**src/rtl/adder_pkg.sv**
```systemverilog
// Shared definitions for the adder lab blocks and their downstream consumers.
// Latency: n/a (types, constants and elaboration-time helpers only).
// Backpressure: n/a.
//
// Contents:
//   ADDER_IN_W / ADDER_SUM_W : operand and sum widths of the 3-bit adder
//   acc_state_t              : block accumulator state (ACCUM, DONE)
//   acc_width / cnt_width    : width helpers shared by the accumulator and its interface
package adder_pkg;

    localparam int ADDER_IN_W  = 3;
    localparam int ADDER_SUM_W = 4;

    typedef enum logic {
        ACCUM = 1'b0,
        DONE  = 1'b1
    } acc_state_t;

    // Total width for a block of n samples of in_w bits. n*(2^in_w-1) never
    // exceeds 2^(in_w+clog2(n))-1, so the accumulator cannot overflow.
    function automatic int acc_width(input int in_w, input int n);
        return in_w + $clog2(n);
    endfunction

    // Sample counter width; N=1 still needs a one-bit register to stay legal.
    function automatic int cnt_width(input int n);
        return (n <= 1) ? 1 : $clog2(n);
    endfunction

endpackage

```
**src/rtl/sum_accumulator_if.sv**
```systemverilog
// Sample-in / result-out handshake bundle for sum_accumulator.
// Latency: n/a (wires only).
// Backpressure: valid/ready on both sides; master drives samples and out_ready.
//
// Signals:
//   in_valid/in_ready/in_sum          : sample stream into the accumulator
//   out_valid/out_ready/out_total/max : block result out of the accumulator
// IN_W and N must match the parameters of the attached sum_accumulator.
interface sum_accumulator_if
    import adder_pkg::*;
#(
    parameter int IN_W = ADDER_SUM_W,
    parameter int N    = 8
);
    localparam int OUT_W = acc_width(IN_W, N);

    logic             in_valid;
    logic             in_ready;
    logic [IN_W-1:0]  in_sum;
    logic             out_valid;
    logic             out_ready;
    logic [OUT_W-1:0] out_total;
    logic [IN_W-1:0]  out_max;

    // Producer of samples / consumer of results.
    modport master (
        output in_valid,
        output in_sum,
        output out_ready,
        input  in_ready,
        input  out_valid,
        input  out_total,
        input  out_max
    );

    // The accumulator itself.
    modport slave (
        input  in_valid,
        input  in_sum,
        input  out_ready,
        output in_ready,
        output out_valid,
        output out_total,
        output out_max
    );

endinterface

```
**src/rtl/sum_accumulator.sv**
```systemverilog
// Accumulates blocks of N adder sums and reports each block's total and maximum.
// Latency: out_valid is registered on the edge accepting the Nth sample (visible next cycle).
// Backpressure: in_ready drops while a result is pending; result held until out_ready.
//
// Ports:
//   clk    : rising-edge clock
//   rst_n  : asynchronous active-low reset
//   clr    : synchronous clear, beats every other event in the same cycle
//   bus    : sum_accumulator_if.slave (sample input + result output handshakes)
// Parameters: IN_W sample width, N samples per block (1..256).
module sum_accumulator
    import adder_pkg::*;
#(
    parameter int IN_W = ADDER_SUM_W,
    parameter int N    = 8
) (
    input  logic             clk,
    input  logic             rst_n,
    input  logic             clr,
    sum_accumulator_if.slave bus
);

    localparam int OUT_W = acc_width(IN_W, N);
    localparam int CNT_W = cnt_width(N);
    localparam logic [CNT_W-1:0] LAST = CNT_W'(N - 1);

    acc_state_t       state_q, state_d;
    logic [OUT_W-1:0] acc_q, acc_d;
    logic [IN_W-1:0]  max_q, max_d;
    logic [CNT_W-1:0] cnt_q, cnt_d;
    logic             ovld_q, ovld_d;
    logic [OUT_W-1:0] total_q, total_d;
    logic [IN_W-1:0]  omax_q, omax_d;

    logic             accept;
    logic [OUT_W-1:0] acc_sum;
    logic [IN_W-1:0]  max_new;

    // Pure decode: clr blocks acceptance in the same cycle it is asserted.
    assign bus.in_ready = (state_q == ACCUM) && !clr;
    assign accept       = bus.in_valid && bus.in_ready;

    // Running totals including the sample on the bus this cycle.
    assign acc_sum = acc_q + OUT_W'(bus.in_sum);
    assign max_new = (bus.in_sum > max_q) ? bus.in_sum : max_q;

    assign bus.out_valid = ovld_q;
    assign bus.out_total = total_q;
    assign bus.out_max   = omax_q;

    always_comb begin
        state_d = state_q;
        acc_d   = acc_q;
        max_d   = max_q;
        cnt_d   = cnt_q;
        ovld_d  = ovld_q;
        total_d = total_q;
        omax_d  = omax_q;

        if (clr) begin
            // Result registers keep stale data; out_valid low makes them meaningless.
            state_d = ACCUM;
            acc_d   = '0;
            max_d   = '0;
            cnt_d   = '0;
            ovld_d  = 1'b0;
        end else begin
            unique case (state_q)
                ACCUM: begin
                    if (accept) begin
                        if (cnt_q == LAST) begin
                            // Last sample goes straight into the result so the
                            // block total is available without an extra cycle.
                            total_d = acc_sum;
                            omax_d  = max_new;
                            ovld_d  = 1'b1;
                            state_d = DONE;
                            acc_d   = '0;
                            max_d   = '0;
                            cnt_d   = '0;
                        end else begin
                            acc_d = acc_sum;
                            max_d = max_new;
                            cnt_d = cnt_q + CNT_W'(1);
                        end
                    end
                end
                DONE: begin
                    if (ovld_q && bus.out_ready) begin
                        ovld_d  = 1'b0;
                        state_d = ACCUM;
                    end
                end
                default: begin
                    state_d = ACCUM;
                end
            endcase
        end
    end

    always_ff @(posedge clk or negedge rst_n) begin
        if (!rst_n) begin
            state_q <= ACCUM;
            acc_q   <= '0;
            max_q   <= '0;
            cnt_q   <= '0;
            ovld_q  <= 1'b0;
            total_q <= '0;
            omax_q  <= '0;
        end else begin
            state_q <= state_d;
            acc_q   <= acc_d;
            max_q   <= max_d;
            cnt_q   <= cnt_d;
            ovld_q  <= ovld_d;
            total_q <= total_d;
            omax_q  <= omax_d;
        end
    end

endmodule

```
**src/flat_wrapper.sv**
```systemverilog
// flat-port wrapper written by rule: the top's interface ports become plain ports
module sum_accumulator_flat import adder_pkg::*;
#(
    parameter int IN_W = ADDER_SUM_W,
    parameter int N    = 8
)
  (clk, rst_n, clr, bus_in_valid, bus_in_sum, bus_out_ready, bus_in_ready, bus_out_valid, bus_out_total, bus_out_max);
  sum_accumulator_if #(.IN_W(IN_W), .N(N)) bus_i ();
  input  logic clk;
  input  logic rst_n;
  input  logic clr;
  input wire logic [$bits(bus_i.in_valid)-1:0] bus_in_valid;
  input wire logic [$bits(bus_i.in_sum)-1:0] bus_in_sum;
  input wire logic [$bits(bus_i.out_ready)-1:0] bus_out_ready;
  output wire logic [$bits(bus_i.in_ready)-1:0] bus_in_ready;
  output wire logic [$bits(bus_i.out_valid)-1:0] bus_out_valid;
  output wire logic [$bits(bus_i.out_total)-1:0] bus_out_total;
  output wire logic [$bits(bus_i.out_max)-1:0] bus_out_max;
  assign bus_i.in_valid = bus_in_valid;
  assign bus_i.in_sum = bus_in_sum;
  assign bus_i.out_ready = bus_out_ready;
  assign bus_in_ready = bus_i.in_ready;
  assign bus_out_valid = bus_i.out_valid;
  assign bus_out_total = bus_i.out_total;
  assign bus_out_max = bus_i.out_max;
  sum_accumulator #(.IN_W(IN_W), .N(N)) u_core (.clk(clk), .rst_n(rst_n), .clr(clr), .bus(bus_i));
endmodule
```
**config.mk**
```make
export PLATFORM = sky130hd
export DESIGN_NAME = sum_accumulator_flat
export DESIGN_NICKNAME = d
export VERILOG_FILES = /design/src/rtl/adder_pkg.sv /design/src/rtl/sum_accumulator_if.sv /design/src/rtl/sum_accumulator.sv /design/src/flat_wrapper.sv
export SDC_FILE = /design/constraint.sdc
export NUM_CORES = 1
export LEC_CHECK = 0
export CAP_MARGIN = 20
export CORE_MARGIN = 3
export CORE_UTILIZATION = 57
export CTS_CLUSTER_DIAMETER = 80
export CTS_CLUSTER_SIZE = 25
export DETAILED_ROUTE_END_ITERATION = 10
export PLACE_DENSITY_LB_ADDON = 0.12
export SYNTH_ARGS = -nofsm -noshare
export SYNTH_HDL_FRONTEND = slang
export SYNTH_SLANG_ARGS = --single-unit
```
**constraint.sdc**
```tcl
create_clock -name clk -period 4.65 [get_ports clk]
set_clock_uncertainty 0.1 [all_clocks]
set_input_delay 0.6975 -clock clk [delete_from_list [all_inputs] [get_ports clk]]
set_output_delay 0.6975 -clock clk [all_outputs]
set_load 0.005 [all_outputs]
```
# [After elaboration in Yosys (flattened, before gate mapping)]
# Cells that the tools add are included.
[word_totals] ff_bits=27 word_cells=48 n_memories=0 mem_bits_rw=0 output_inout_bits=13 inputBits=9 latch_bits=0 romBits=0
[classes] muxes=23 reduce_logical=8 shifts=0 addsub=2 n_bitwise=2 n_lt_le_gt_ge=1 div=0 mul=0 eq_ne=5
[op_table] cell="$mux W7" count=4
[op_table] cell="$mux W4" count=5
[op_table] cell="$mux W3" count=4
[op_table] cell="$mux W1" count=8
[op_table] cell="$add A7 B4 Y7" count=1
[op_table] cell="$ne A3 B3 Y1 const B" count=2
[op_table] cell="$gt A4 B4 Y1" count=1
[op_table] cell="$pmux W1 S2" count=2
[op_table] cell="$reduce_and A4 Y1" count=1
[op_table] cell="$add A3 B1 Y3 const B" count=1
[op_table] cell="$eq A3 B3 Y1 const B" count=1
[op_table] cell="$logic_and A1 B1 Y1" count=3
[op_table] cell="$ne A3 B2 Y1 const B" count=1
[op_table] cell="$reduce_and A3 Y1" count=1
[op_table] cell="$ne A2 B2 Y1 const B" count=1
[op_table] cell="$not A1 Y1" count=2
[op_table] cell="$reduce_and A2 Y1" count=1
[op_table] cell="$reduce_bool A2 Y1" count=1
[op_table] cell="$logic_not A1 Y1" count=1

# [Longest topological paths before layout]
# Gate-level depths: netlist (run 1).
[depth] ltp_word=6 depth_mapped=7 ltp_nobuf=6

# [Worst setup path before layout (run 1)]
# OpenSTA, ideal clock, no wires.
[synth_path] path_kind="input port to flip-flop" start="in bus_in_sum[0]" end="reg u_core.total_q[4] (netlist: u_core.bus.out_total[4])" setup_time_ns=0.133 t_arrival_ns=1.919 setup_slack_ns=2.499 required_time_ns=4.417 path_buffers=0 cell_stages=6 path_cell_list="ha_1 -> fa_1 -> a21o_1 -> a21oi_1 -> xnor2_1 -> o21ai_0"
[synth_between] elab_chain_cells=1
[synth_lines] element="start, declared" line_no="flat_wrapper.sv:13" source="input wire logic [$bits(bus_i.in_sum)-1:0] bus_in_sum;"
[synth_lines] element="$add A7 B4 Y7" line_no="sum_accumulator.sv:44" source="assign acc_sum = acc_q + OUT_W'(bus.in_sum);"
[synth_lines] element="end signal, assigned" line_no="sum_accumulator.sv:116" source="total_q <= total_d;"
[synth_lines] element="end, declared" line_no="sum_accumulator.sv:32" source="logic [OUT_W-1:0] total_q, total_d;"
# Every way passes these cells.
# A chain may end at the register's enable or synchronous reset.

# [Worst setup path after layout (run 1)]
[layout_path] start="in clr" end="out bus_in_ready"
[layout_between] elab_chain_cells=2
[layout_lines] element="start, declared" line_no="flat_wrapper.sv:11" source="input logic clr;"
[layout_lines] element="$logic_not A1 Y1" line_no="sum_accumulator.sv:40" source="assign bus.in_ready = (state_q == ACCUM) && !clr;"
[layout_lines] element="$logic_and A1 B1 Y1" line_no="sum_accumulator.sv:40"
[layout_lines] element="end, declared" line_no="flat_wrapper.sv:15" source="output wire logic [$bits(bus_i.in_ready)-1:0] bus_in_ready;"
# Every way passes these cells.

==> metrics.md, run 1 <==
| Metric | Value |
|---|---|
| Sequential cell area fraction in the yosys report | 46.11% |
| Hold_buf cts | 0 |
| Hold Crit Class | reg -> reg |
| Post-CTS Setup Bufs | 0 |
| Diode count | 0 |
| Die ar. | 3215 um^2 |
| Wire length per cell | 16.52 um |
| Met3 wire length | 136 um |
| CTS sink cnt | 27 |
| IO buf count | 21 |
| Vias per cell | 6.103 |
| Die W | 56.70 um |
| Setup WS post-layout | 1.867 ns |
| Root Driver | clkbuf_4 |
| Post-route ant nets | 0 |
| Std cell rows | 17 |
| Worst slew margin | 43.31% |
| Final hold violation count | 0 |
| Final Cell Area | 1724 um^2 |
| Vias in the first global route | 1215 |
| Largest area contributor in the netlist | dfrtp_1 |
| Top Layer Used | met4 |
| Main area contributors after synthesis | dfrtp_1 (46%), ha_1 (8.5%), nand2_1 (5.1%), o21ai_0 (4.4%), nor2_1 (2.8%) |
| Routability cong. | 0.9060 |
| Starting Density | 63.19% |
| Worst-Margin Slew | 0.8473 ns |
| Drt first pass iters | 4 |
| Area after DPL | 1698 um^2 |
| Final period utilization | 59.86% |
| Status | finished clean |
| Post-detail-place hpwl | 2.343 mm |
| Chip Height | 56.70 um |
| Clock slew at the register clock pins of the worst setup and hold paths | 0.14 ns |
| Cts repair resizes | 0 |
| Max cap viols | 0 |
| Placed cell count | 191 |
| Nets | 188 |
| Longest Clk Path Bufs | 2 |
| Leak | 0.8051 nW |
| Initial antenna violation count | 0 |
| Area delta synth->final | 17.68% |
| Gate count of the mapped netlist | 146 |
| Place WS | 1.810 ns |
| Critical Path RT | 3.85 ns |
| Clock latency on the worst-skew pair | 0.32 ns |
| H-tree depth | 1 |
| Warnings from Yosys | 0 |
| Max Clock Freq | 359.3 MHz |
| Via count | 1190 |
| Critical path peak fanout | 10 |
| Yosys top cell area share | 46.11% |
| Core ar. | 2318 um^2 |
| Yosys reg bits | 27 |
| Final setup fails | 0 |
| CTS tree | built |
| Largest net degree at the start of global routing | 28 |
| Inserted Clock Buffers | 3 |
| First-pass GRT wire length | 5.382 mm |
| Worst Setup Start Kind | primary input |
| Synthesized area per cell | 10.04 um^2 |
| Post-Syn Area | 1465 um^2 |
| Worst vdd rail ir drop | 0.0002262 V |
| Post-layout util | 74.37% |
| Met2 wire len | 1.552 mm |
| Critical Path AT | 1.99 ns |
| Met1 WL | 1.463 mm |
| Final Non-Filler Cells | 195 |
| RSZ-0062 raised after global routing | false |
| Slew Limit Fails | 0 |
| Min Tclk post-route | 2.783 ns |
| Ratio of cells with drive above 1 in the final layout | 6.587% |
| Unique masters post-synth | 36 |
| Critical setup path kind | in -> out |
| Worst setup EP type | output port |
| Initial DRC Count | 39 |
| Post-synth net total | 166 |
| Pwr Density | 259.9 nW/um^2 |
| Drt drc | 0 |
| Top Ports | 22 |
| Gr ovfl total | 0 |
| GRT Util Overall | 21.18% |
| Post-Route WL | 3.222 mm |
| Setup TNS | 0 ns |
==> layout by cell type (no fill, tap or decap), types with 5 or more instances in the layout <==
master / Yosys / layout
nor2_1: 11 / 11
a31oi_1: 5 / 5
a211oi_1: 5 / 5
dfrtp_1: 27 / 27
clkdlybuf4s50_1: 0 / 21
o21ai_0: 13 / 13
inv_1: 5 / 5
ha_1: 10 / 10
nand2_1: 20 / 20
==> cell type report <==
cell class                      count  area [um^2]
Sequential cell                    27        675.6
Fill cell                         163        594.3
Tap cell                           28        35.03
Multi-Input combinational cell    108        743.2
Timing Repair Buffer               23        225.2
Inverter                            5        18.77
Clock buffer                        4        26.28
==> report_power, final <==
part	switching, mW	internal (mW)	leakage (nW)
Combinational	0.0549	0.0408	0.419
Clock	0.0672	0.0335	0.0150
Sequential	0.00735	0.244	0.371
Total	0.129	0.319	0.805
==> sequential cells by signal, summed over array words and instances, names as in the netlist <==
name	flops
u_core.acc_q	7
u_core.bus.out_max	4
u_core.bus.out_total	7
u_core.bus.out_valid	1
u_core.cnt_q	3
u_core.max_q	4
u_core.state_q	1
==> stage by stage <==
step,hold slack (ns),power [mW]
2_1_floorplan,0.3019,0.3177
3_3_place_gp,0.3622,0.3459
3_5_place_dp,0.3702,0.3500
4_1_cts,0.4038,0.4503
5_1_grt,0.4317,0.4723
6_report,0.3952,0.4481
==> critical path, cell delays in order <==
cell and delay (ns):
clkdlybuf4s50_1 0.56, nor2_1 0.19, clkdlybuf4s50_1 0.54
==> synthesized netlist by cell type <==
master	number
o211a_1	1
ha_1	10
nand3b_1	3
xnor2_1	2
nand4_1	1
or4_4	1
fa_1	1
dfrtp_1	27
mux2i_1	2
a22o_1	4
o21ba_2	1
mux2_2	1
or3b_1	1
nand2_1	20
and3b_1	1
nor4b_1	1
nor2_1	11
a21oi_1	4
nor2b_2	1
inv_1	5
or3_1	2
a211oi_1	5
buf_4	1
a31oi_1	5
nor3_2	1
a221o_1	4
o211ai_2	1
o21ai_0	13
clkbuf_1	4
and2_1	1
xor2_1	2
buf_2	1
a22oi_1	1
a21o_1	2
nand3_1	4
o21a_1	1
==> worst paths after layout <==
check / end / start / cells after the start / slack [ns]
setup / recovery: bus_in_ready / clr / 3 / 1.87
hold / removal: u_core.bus.out_total[2] / u_core.bus.out_total[2] / 2 / 0.40
setup reg to reg: u_core.acc_q[5] / u_core.cnt_q[0] / 5 / 2.51
hold reg to reg: u_core.bus.out_total[2] / u_core.bus.out_total[2] / 2 / 0.40
max in group asynchronous: u_core.state_q / rst_n / 2 / 3.56
min in group asynchronous: u_core.bus.out_total[5] / rst_n / 2 / 0.63
==> metal layers <==
metal  vias to the layer above  GRT usage, %
li1                        573             -
met1                       568         27.25
met2                        40         34.49
met3                         9         3.448
met4                         0         9.831
met5                         -             0
==> cells by family after synthesis <==
| kind of cell | count (synthesis) | synth area share [%] |
|---|---|---|
| multiplexers | 3 | 2.135 |
| flip-flops | 27 | 46.11 |
| buffers and inverters | 11 | 3.159 |
| XOR/XNOR | 4 | 2.392 |
| AND/OR/NAND/NOR | 48 | 16.40 |
| adder cells (fa/ha/maj) | 11 | 9.906 |
| AO/OA/AOI/OAI | 42 | 19.90 |
No activity file was read; power rests on OpenSTA's default activity.
==> run 2, diff against run 1 <==
--- a/config.mk
+++ b/config.mk
@@ -7,7 +7,7 @@
 export LEC_CHECK = 0
 export CAP_MARGIN = 20
 export CORE_MARGIN = 3
-export CORE_UTILIZATION = 57
+export CORE_UTILIZATION = 48
 export CTS_CLUSTER_DIAMETER = 80
 export CTS_CLUSTER_SIZE = 25
 export DETAILED_ROUTE_END_ITERATION = 10
==> constraint.sdc (replaced) <==
create_clock -name clk -period 2.4 [get_ports clk]
set_clock_uncertainty 0.1 [all_clocks]
set_input_delay 0.36 -clock clk [delete_from_list [all_inputs] [get_ports clk]]
set_output_delay 0.36 -clock clk [all_outputs]
set_load 0.005 [all_outputs]
==> metrics.md, run 2 (same netlist as run 1, synthesis figures left out) <==
| Metric | Value |
|---|---|
| Chip Height | 61.25 um |
| Clock latency on the worst-skew pair | 0.32 ns |
| Critical Path RT | 2.56 ns |
| Placed cell count | 203 |
| Hold Crit Class | in -> async |
| Longest Clk Path Bufs | 2 |
| Root Driver | clkbuf_4 |
| Hold_buf cts | 0 |
| Critical setup path kind | reg -> reg |
| Initial antenna violation count | 0 |
| Most common cell after layout, fill and taps aside | dfrtp_1 |
| Final Non-Filler Cells | 207 |
| Area delta synth->final | 22.80% |
| Reg-to-Reg End | u_core.acc_q[5] |
| Critical Path AT | 2.36 ns |
| Clock slew at the register clock pins of the worst setup and hold paths | 0.15 ns |
| Die ar. | 3752 um^2 |
| CP peak stage delay | 0.54 ns |
| Post-CTS Setup Bufs | 0 |
| Routability cong. | 0.8585 |
| Worst Setup Start Kind | register |
| Min Tclk post-route | 2.199 ns |
| Largest net degree at the start of global routing | 28 |
| Drt first pass iters | 4 |
| Place WS | -0.01155 ns |
| CTS tree | built |
| Core ar. | 2829 um^2 |
| Crit path cell chain | ha_1, ha_1, or3b_1, or4_4, o211ai_2 |
| Worst vdd rail ir drop | 0.0002459 V |
| Final setup fails | 0 |
| Vias in the first global route | 1184 |
| Vias per cell | 5.657 |
| Post-Route WL | 3.146 mm |
| Worst-case reg-to-reg path depth | 5 |
| Setup TNS | 0 ns |
| CP max stage cell | or3b_1 |
| Post-layout util | 63.60% |
| First-pass GRT wire length | 5.175 mm |
| CP most frequent cell | ha_1 |
| Via count | 1171 |
| Gr ovfl total | 0 |
| Worst setup EP type | register |
| Status | finished clean |
| Diode count | 0 |
| Max Clock Freq | 454.8 MHz |
| Nets | 197 |
| Slew Limit Fails | 0 |
| H-tree depth | 1 |
| Final Cell Area | 1799 um^2 |
| Max cap viols | 0 |
| Post-route ant nets | 0 |
| Wire length per cell | 15.20 um |
| Crit-path leading delay family | simple AND/OR/NAND/NOR gates |
| Minimum hold slack | 0.2827 ns |
| Worst slew margin | 65.52% |
| Post-detail-place hpwl | 2.404 mm |
| Std cell rows | 19 |
| Reg-to-Reg Start | u_core.cnt_q[0] |
| Top Ports | 22 |
| Setup WS post-layout | 0.2013 ns |
| Inserted Clock Buffers | 3 |
| Critical path peak fanout | 8 |
| Pwr Density | 492.8 nW/um^2 |
| CTS sink cnt | 27 |
| RSZ-0062 raised after global routing | false |
| Drt drc | 0 |
| Final period utilization | 91.61% |
| Final hold violation count | 0 |
| Initial DRC Count | 35 |
| Most frequent cells in the layout | dfrtp_1 (27), clkdlybuf4s50_1 (21), nand2_1 (20), o21ai_0 (13) |
| Leak | 0.8491 nW |
| Starting Density | 51.79% |
| GRT Util Overall | 18.53% |
| Worst-Margin Slew | 0.5118 ns |
| Area after DPL | 1769 um^2 |
| Total power | 0.8866 mW |
| Ratio of cells with drive above 1 in the final layout | 11.93% |
| Cts repair resizes | 0 |
| FF-to-FF setup slack | 0.20 ns |
| IO buf count | 21 |
| Die W | 61.25 um |
| WP buf/inv | 0 |
==> run 2: cell count changes in the layout (fill, tap and decap cells not counted), sizes merged <==
cell and change:
buf +9, clkbuf -1, clkinvlp +1
==> run 2: how the worst max path moves through the flow <==
| stage | startpoint | end | slack, ns | depth (start not counted) |
|---|---|---|---|---|
| global placement | bus_in_sum[0] | u_core.bus.out_total[4] | 0.06 | 7 |
| detailed placement | bus_in_sum[0] | u_core.bus.out_total[6] | -0.01 | 7 |
| global route | u_core.cnt_q[0] | u_core.acc_q[5] | 0.13 | 5 |
| floorplan | u_core.cnt_q[0] | u_core.acc_q[5] | 0.41 | 6 |
| CTS | u_core.cnt_q[0] | u_core.acc_q[5] | 0.19 | 5 |
| finish | u_core.cnt_q[0] | u_core.acc_q[5] | 0.20 | 5 |
==> run 2: cell type report <==
type | count | area [um^2]
multi-input combinational | 108 | 743.2
fill | 256 | 1030
inverter | 5 | 18.77
tap | 31 | 38.79
clock buffer | 3 | 22.52
sequential | 27 | 675.6
timing repair buffer | 32 | 292.8
clock inverter | 1 | 7.507
==> run 2: report_power, final <==
| part | total [mW] | internal (mW) | switching, mW |
|---|---|---|---|
| Combinational | 0.198 | 0.0910 | 0.107 |
| Clock | 0.200 | 0.0637 | 0.136 |
| Sequential | 0.488 | 0.474 | 0.0145 |
==> run 2: worst reg2reg max path: stages (launching register included) <==
cell	delay (ns)
dfrtp_1	0.43
ha_1	0.21
ha_1	0.23
or3b_1	0.54
or4_4	0.54
o211ai_2	0.08
==> run 2: routing by layer <==
layer  part of all wire, %  global-route usage, %
met5                     0                      0
met4                   1.7                  6.811
met3                   2.2                  2.516
met2                    50                  30.82
met1                    46                  24.57
